==> src/rtl/inv_bank_pkg.sv <==
// Shared definitions for the inverting bank pipeline: mode encodings and the
// legal parameter limits.
package inv_bank_pkg;

  localparam logic [1:0] MODE_PASS   = 2'b00;
  localparam logic [1:0] MODE_INVERT = 2'b01;
  localparam logic [1:0] MODE_MASKED = 2'b10;
  localparam logic [1:0] MODE_HOLD   = 2'b11;

  localparam int unsigned WIDTH_MIN  = 1;
  localparam int unsigned WIDTH_MAX  = 32;
  localparam int unsigned STAGES_MIN = 1;
  localparam int unsigned STAGES_MAX = 4;

endpackage

==> src/rtl/inv_bank_pipe_if.sv <==
// Data, mode, mask-load and result signals of the inverting bank pipeline.
interface inv_bank_pipe_if #(
  parameter int unsigned WIDTH = 8
);
  logic [WIDTH-1:0] din;
  logic [1:0]       mode;
  logic             mask_sdi;
  logic             mask_shift;
  logic [WIDTH-1:0] dout;
  logic             dout_valid;
  logic             mask_loaded;

  modport master (
    output din, mode, mask_sdi, mask_shift,
    input  dout, dout_valid, mask_loaded
  );

  modport slave (
    input  din, mode, mask_sdi, mask_shift,
    output dout, dout_valid, mask_loaded
  );
endinterface

==> src/rtl/inv_mask_loader.sv <==
// Serial mask loader: shifts bits into a shadow register and commits the
// completed word to active_mask after WIDTH shifts.
module inv_mask_loader #(
  parameter int unsigned WIDTH = 8
) (
  input  logic             clk,
  input  logic             reset,
  input  logic             mask_sdi,
  input  logic             mask_shift,
  output logic [WIDTH-1:0] active_mask,
  output logic             mask_loaded
);
  import inv_bank_pkg::*;

  localparam int unsigned CntW = $clog2(WIDTH + 1);

  logic [WIDTH-1:0] shadow_q, shadow_d, shifted;
  logic [WIDTH-1:0] active_mask_q, active_mask_d;
  logic [CntW-1:0]  cnt_q, cnt_d;
  logic             mask_loaded_q, mask_loaded_d;

  // New bits enter at the MSB so the first bit ends up in bit 0.
  if (WIDTH == 1) begin : g_shift_one
    assign shifted = mask_sdi;
  end else begin : g_shift_many
    assign shifted = {mask_sdi, shadow_q[WIDTH-1:1]};
  end

  always_comb begin
    shadow_d      = shadow_q;
    cnt_d         = cnt_q;
    active_mask_d = active_mask_q;
    mask_loaded_d = 1'b0;
    if (mask_shift) begin
      shadow_d = shifted;
      if (cnt_q == CntW'(WIDTH - 1)) begin
        cnt_d         = '0;
        active_mask_d = shifted;
        mask_loaded_d = 1'b1;
      end else begin
        cnt_d = cnt_q + CntW'(1);
      end
    end
  end

  always_ff @(posedge clk) begin
    if (reset) begin
      shadow_q      <= '0;
      cnt_q         <= '0;
      active_mask_q <= '1;
      mask_loaded_q <= 1'b0;
    end else begin
      shadow_q      <= shadow_d;
      cnt_q         <= cnt_d;
      active_mask_q <= active_mask_d;
      mask_loaded_q <= mask_loaded_d;
    end
  end

  assign active_mask = active_mask_q;
  assign mask_loaded = mask_loaded_q;

endmodule

==> src/rtl/inv_bank_pipe.sv <==
// Pass / invert / mask / hold datapath followed by STAGES output registers,
// with a serially loaded XOR mask.
module inv_bank_pipe #(
  parameter int unsigned WIDTH  = 8,
  parameter int unsigned STAGES = 1
) (
  input  logic            clk,
  input  logic            reset,
  inv_bank_pipe_if.slave  bus
);
  import inv_bank_pkg::*;

  if (WIDTH < WIDTH_MIN || WIDTH > WIDTH_MAX) begin : g_bad_width
    $error("inv_bank_pipe: WIDTH out of range");
  end
  if (STAGES < STAGES_MIN || STAGES > STAGES_MAX) begin : g_bad_stages
    $error("inv_bank_pipe: STAGES out of range");
  end

  logic [WIDTH-1:0]  stage_q [STAGES];
  logic [WIDTH-1:0]  stage_d [STAGES];
  logic [STAGES-1:0] valid_q, valid_d;
  logic [WIDTH-1:0]  active_mask;

  inv_mask_loader #(
    .WIDTH(WIDTH)
  ) u_mask_loader (
    .clk         (clk),
    .reset       (reset),
    .mask_sdi    (bus.mask_sdi),
    .mask_shift  (bus.mask_shift),
    .active_mask (active_mask),
    .mask_loaded (bus.mask_loaded)
  );

  always_comb begin
    unique case (bus.mode)
      MODE_PASS:   stage_d[0] = bus.din;
      MODE_INVERT: stage_d[0] = ~bus.din;
      MODE_MASKED: stage_d[0] = bus.din ^ active_mask;
      default:     stage_d[0] = stage_q[0];
    endcase
    // Later stages shift regardless of mode, so HOLD only freezes stage 0.
    for (int i = 1; i < STAGES; i++) begin
      stage_d[i] = stage_q[i-1];
    end
    valid_d = (valid_q << 1) | STAGES'(1);
  end

  always_ff @(posedge clk) begin
    if (reset) begin
      for (int i = 0; i < STAGES; i++) begin
        stage_q[i] <= '0;
      end
      valid_q <= '0;
    end else begin
      for (int i = 0; i < STAGES; i++) begin
        stage_q[i] <= stage_d[i];
      end
      valid_q <= valid_d;
    end
  end

  assign bus.dout       = stage_q[STAGES-1];
  assign bus.dout_valid = valid_q[STAGES-1];

endmodule

==> src/flat_wrapper.sv <==
// flat-port wrapper written by rule: the top's interface ports become plain ports
module inv_bank_pipe_flat import inv_bank_pkg::*;
#(
  parameter int unsigned WIDTH  = 8,
  parameter int unsigned STAGES = 1
)
  (clk, reset, bus_din, bus_mode, bus_mask_sdi, bus_mask_shift, bus_dout, bus_dout_valid, bus_mask_loaded);
  inv_bank_pipe_if #(.WIDTH(WIDTH)) bus_i ();
  input  logic clk;
  input  logic reset;
  input wire logic [$bits(bus_i.din)-1:0] bus_din;
  input wire logic [$bits(bus_i.mode)-1:0] bus_mode;
  input wire logic [$bits(bus_i.mask_sdi)-1:0] bus_mask_sdi;
  input wire logic [$bits(bus_i.mask_shift)-1:0] bus_mask_shift;
  output wire logic [$bits(bus_i.dout)-1:0] bus_dout;
  output wire logic [$bits(bus_i.dout_valid)-1:0] bus_dout_valid;
  output wire logic [$bits(bus_i.mask_loaded)-1:0] bus_mask_loaded;
  assign bus_i.din = bus_din;
  assign bus_i.mode = bus_mode;
  assign bus_i.mask_sdi = bus_mask_sdi;
  assign bus_i.mask_shift = bus_mask_shift;
  assign bus_dout = bus_i.dout;
  assign bus_dout_valid = bus_i.dout_valid;
  assign bus_mask_loaded = bus_i.mask_loaded;
  inv_bank_pipe #(.WIDTH(WIDTH), .STAGES(STAGES)) u_core (.clk(clk), .reset(reset), .bus(bus_i));
endmodule
==> config.mk <==
export PLATFORM = sky130hd
export DESIGN_NAME = inv_bank_pipe_flat
export DESIGN_NICKNAME = d
export VERILOG_FILES = /design/src/rtl/inv_bank_pkg.sv /design/src/rtl/inv_bank_pipe_if.sv /design/src/rtl/inv_mask_loader.sv /design/src/rtl/inv_bank_pipe.sv /design/src/flat_wrapper.sv
export SDC_FILE = /design/constraint.sdc
export NUM_CORES = 1
export LEC_CHECK = 0
export ABC_AREA = 1
export BUFFER_PORTS_ARGS = -buffer_cell sky130_fd_sc_hd__buf_2
export CORE_ASPECT_RATIO = 0.8
export CORE_MARGIN = 4
export CORE_UTILIZATION = 56
export CTS_CLUSTER_SIZE = 24
export DETAILED_ROUTE_END_ITERATION = 7
export PLACE_DENSITY = 0.9
export SYNTH_ARGS = -nofsm -noshare
export SYNTH_HDL_FRONTEND = slang
export SYNTH_SLANG_ARGS = --single-unit
==> constraint.sdc <==
create_clock -name clk -period 2.12 [get_ports clk]
set_input_delay 0.636 -clock clk [delete_from_list [all_inputs] [get_ports clk]]
set_output_delay 0.636 -clock clk [all_outputs]
set_load 0.05 [all_outputs]
==> results.toml <==
[drt]
vias_per_cell = 5.05
drt_wl_total_um = 2710
drt-initial-drc-count = 73
firstDrtPassIters = 4
antenna_left = 0
dr_total_vias = 1303
avgRoutedWirePerCell_um = 10.5
route.detailed.drc = 0

[worst_hold_path]
hold_class = "reg -> reg"

[worst_setup_path]
critPathKind = "reg -> out"
cpPeakStageDelay_ns = 0.33
end_kind = "output port"
critPathLaunchType = "flop"
worst-path-buf-inv = 1
crit_required_ns = 1.48
worstPathArrival_ns = 0.92
crit_fanout = 2
slowest_stage = "dfxtp_1"
path_cells = "buf_2"
cp_top_family = "flip-flops"

[cells_and_area]
final_common_cell = "nand2_1"
syn2layout_area_growth_pct = 10.3
fin_nets = 250
final_util = 0.674
layout_common_cells = "nand2_1 (62), nor2_1 (44), dfxtp_1 (29)"
diodes = 0
stdcell_count = 258
drive_above_1_share = 0.142

[logic_synthesis]
synth_cells = 210
netlist_area_um2 = 1380
yosysWarnings = 0
yosys.area.top_type = "dfxtp_1"
seq_area_frac_synth = 0.421
ys_ff_latch = 29
ys_types = 18
syn_area_per_cell_um2 = 6.56
yosys-top-cells-area = "dfxtp_1 (42%), nand2_1 (17%), nor2_1 (12%)"
yosys.area.top_type_share = 0.421
syn_nets = 228

[global_routing]
grt_max_degree = 27
antenna_found_initial = 0
grt_pass1_wl_um = 4670
grt_usage = 0.183
grt_overflow_total = 0
grt_pass1_vias = 1168

[clock_network]
clock-sinks = 29
clkTransAtPathRegs_ns = 0.09
clk_latency_ns = 0.33
hold_buffers = 0
post_cts_buffers = 0
tritoncts = "done"
cts.htree.levels = 2
cts_root_buf = "clkbuf_4"
cts_buffer_depth = 2
post_cts_resized = 0
cts_made_buffers = 5

[timing]
slew_violations = 0
finalSetupTns_ns = 0
worstMarginPinSlew_ns = 0.490
final.period_utilization = 0.735
period_needed_ns = 1.56
rsz0062_at_grt = "false"
maxClockFrequency_mhz = 641
whs_ns = 0.478
final-hold-violation-count = 0
slew_headroom = 0.673
finClkSkew_ns = 0.00964
setup_violations = 0

[floorplanning]
die_w_um = 63.5
die_area_um2 = 3320
ios = 24
die_h_um = 52.4
initial_utilization = 0.612
core_um2 = 2250
rows = 15

[pwr]
switchingPower_mw = 0.334
p_per_area_nw_per_um2 = 721
clockPowerShare = 0.289
fin_total_pwr_mw = 1.09
peakVddDrop_v = 0.000442
p_comb_frac = 0.175
p_seq_frac = 0.536
p_leak_nw = 0.866
p_int_mw = 0.761
swShare = 0.305

[placement]
place_congestion = 0.882
placedCellCount = 250
port_buffers = 23
hpwl_um = 1950

[job]
drv_cap = 0

[status]
status = "finished clean"
cell families (layout without fill, tap and decap cells):
group | after synthesis | count (layout) | share of synthesized area
flip-flops | 29 | 29 | 0.421
adder cells (fa/ha/maj) | 4 | 4 | 0.0363
AND/OR/NAND/NOR | 117 | 117 | 0.334
AO/OA/AOI/OAI | 26 | 26 | 0.0945
XOR/XNOR | 1 | 1 | 0.00636
buffers and inverters | 33 | 56 | 0.107
worst paths after layout:
check                                                       from                                  end  slack [ns]  cells after the start
worst min register to register  u_core.u_mask_loader.shadow_q[6]  u_core.u_mask_loader.active_mask[5]        0.48                      2
worst max register to register     u_core.u_mask_loader.cnt_q[0]  u_core.u_mask_loader.active_mask[6]        0.81                      7
worst min-delay path            u_core.u_mask_loader.shadow_q[6]  u_core.u_mask_loader.active_mask[5]        0.48                      2
worst max-delay path                        u_core.stage_q[0][7]                          bus_dout[7]        0.56                      1
state kept, by name (all words and copies together) (netlist names):
signal                            flops
u_core.u_mask_loader.cnt_q            4
u_core.u_mask_loader.mask_loaded      1
u_core.u_mask_loader.shadow_q         7
u_core.stage_q                        8
u_core.bus.dout_valid                 1
u_core.u_mask_loader.active_mask      8
through the flow:
stage | setup slack (ns) | instance area (µm²)
after global placement | 0.341 | 1470
final | 0.561 | 1520
after CTS | 0.554 | 1520
after floorplan | 0.561 | 1380
after detailed placement | 0.301 | 1470
after global routing | 0.457 | 1520
cell usage after synthesis:
cell      instances
clkbuf_2          1
buf_4             1
nand3_1           8
ha_1              4
xnor2_1           1
nor2_1           44
buf_6             2
nor3_1            1
nor2_4            1
buf_1             1
buf_2             3
a21oi_1           9
dfxtp_1          29
nand2_2           1
inv_2             3
nand2_1          62
inv_1            22
o21ai_0          17
power groups by stage:
stage               registers (mW)  logic [mW]  clock network [mW]
finish                       0.587       0.192               0.316
global route                 0.591       0.215               0.350
CTS                          0.587       0.192               0.320
detailed placement           0.599       0.191                   0
global placement             0.598       0.187                   0
floorplan                    0.647      0.0976                   0
metal layers:
layer	track usage	wire length (µm)	vias up
li1	-	-	683
met1	0.215	1340	584
met2	0.282	1170	29
met3	0.0622	140	7
met4	0.125	50	0
met5	0	0	-
layout make-up:
| cell class | count | area [µm²] |
|---|---|---|
| clock buffer | 8 | 48.8 |
| fill | 210 | 733 |
| inverter | 25 | 93.8 |
| multi-input combinational | 148 | 649 |
| sequential | 29 | 581 |
| tap | 25 | 31.3 |
| timing repair buffer | 23 | 115 |
(Power assumes the default switching activity.)
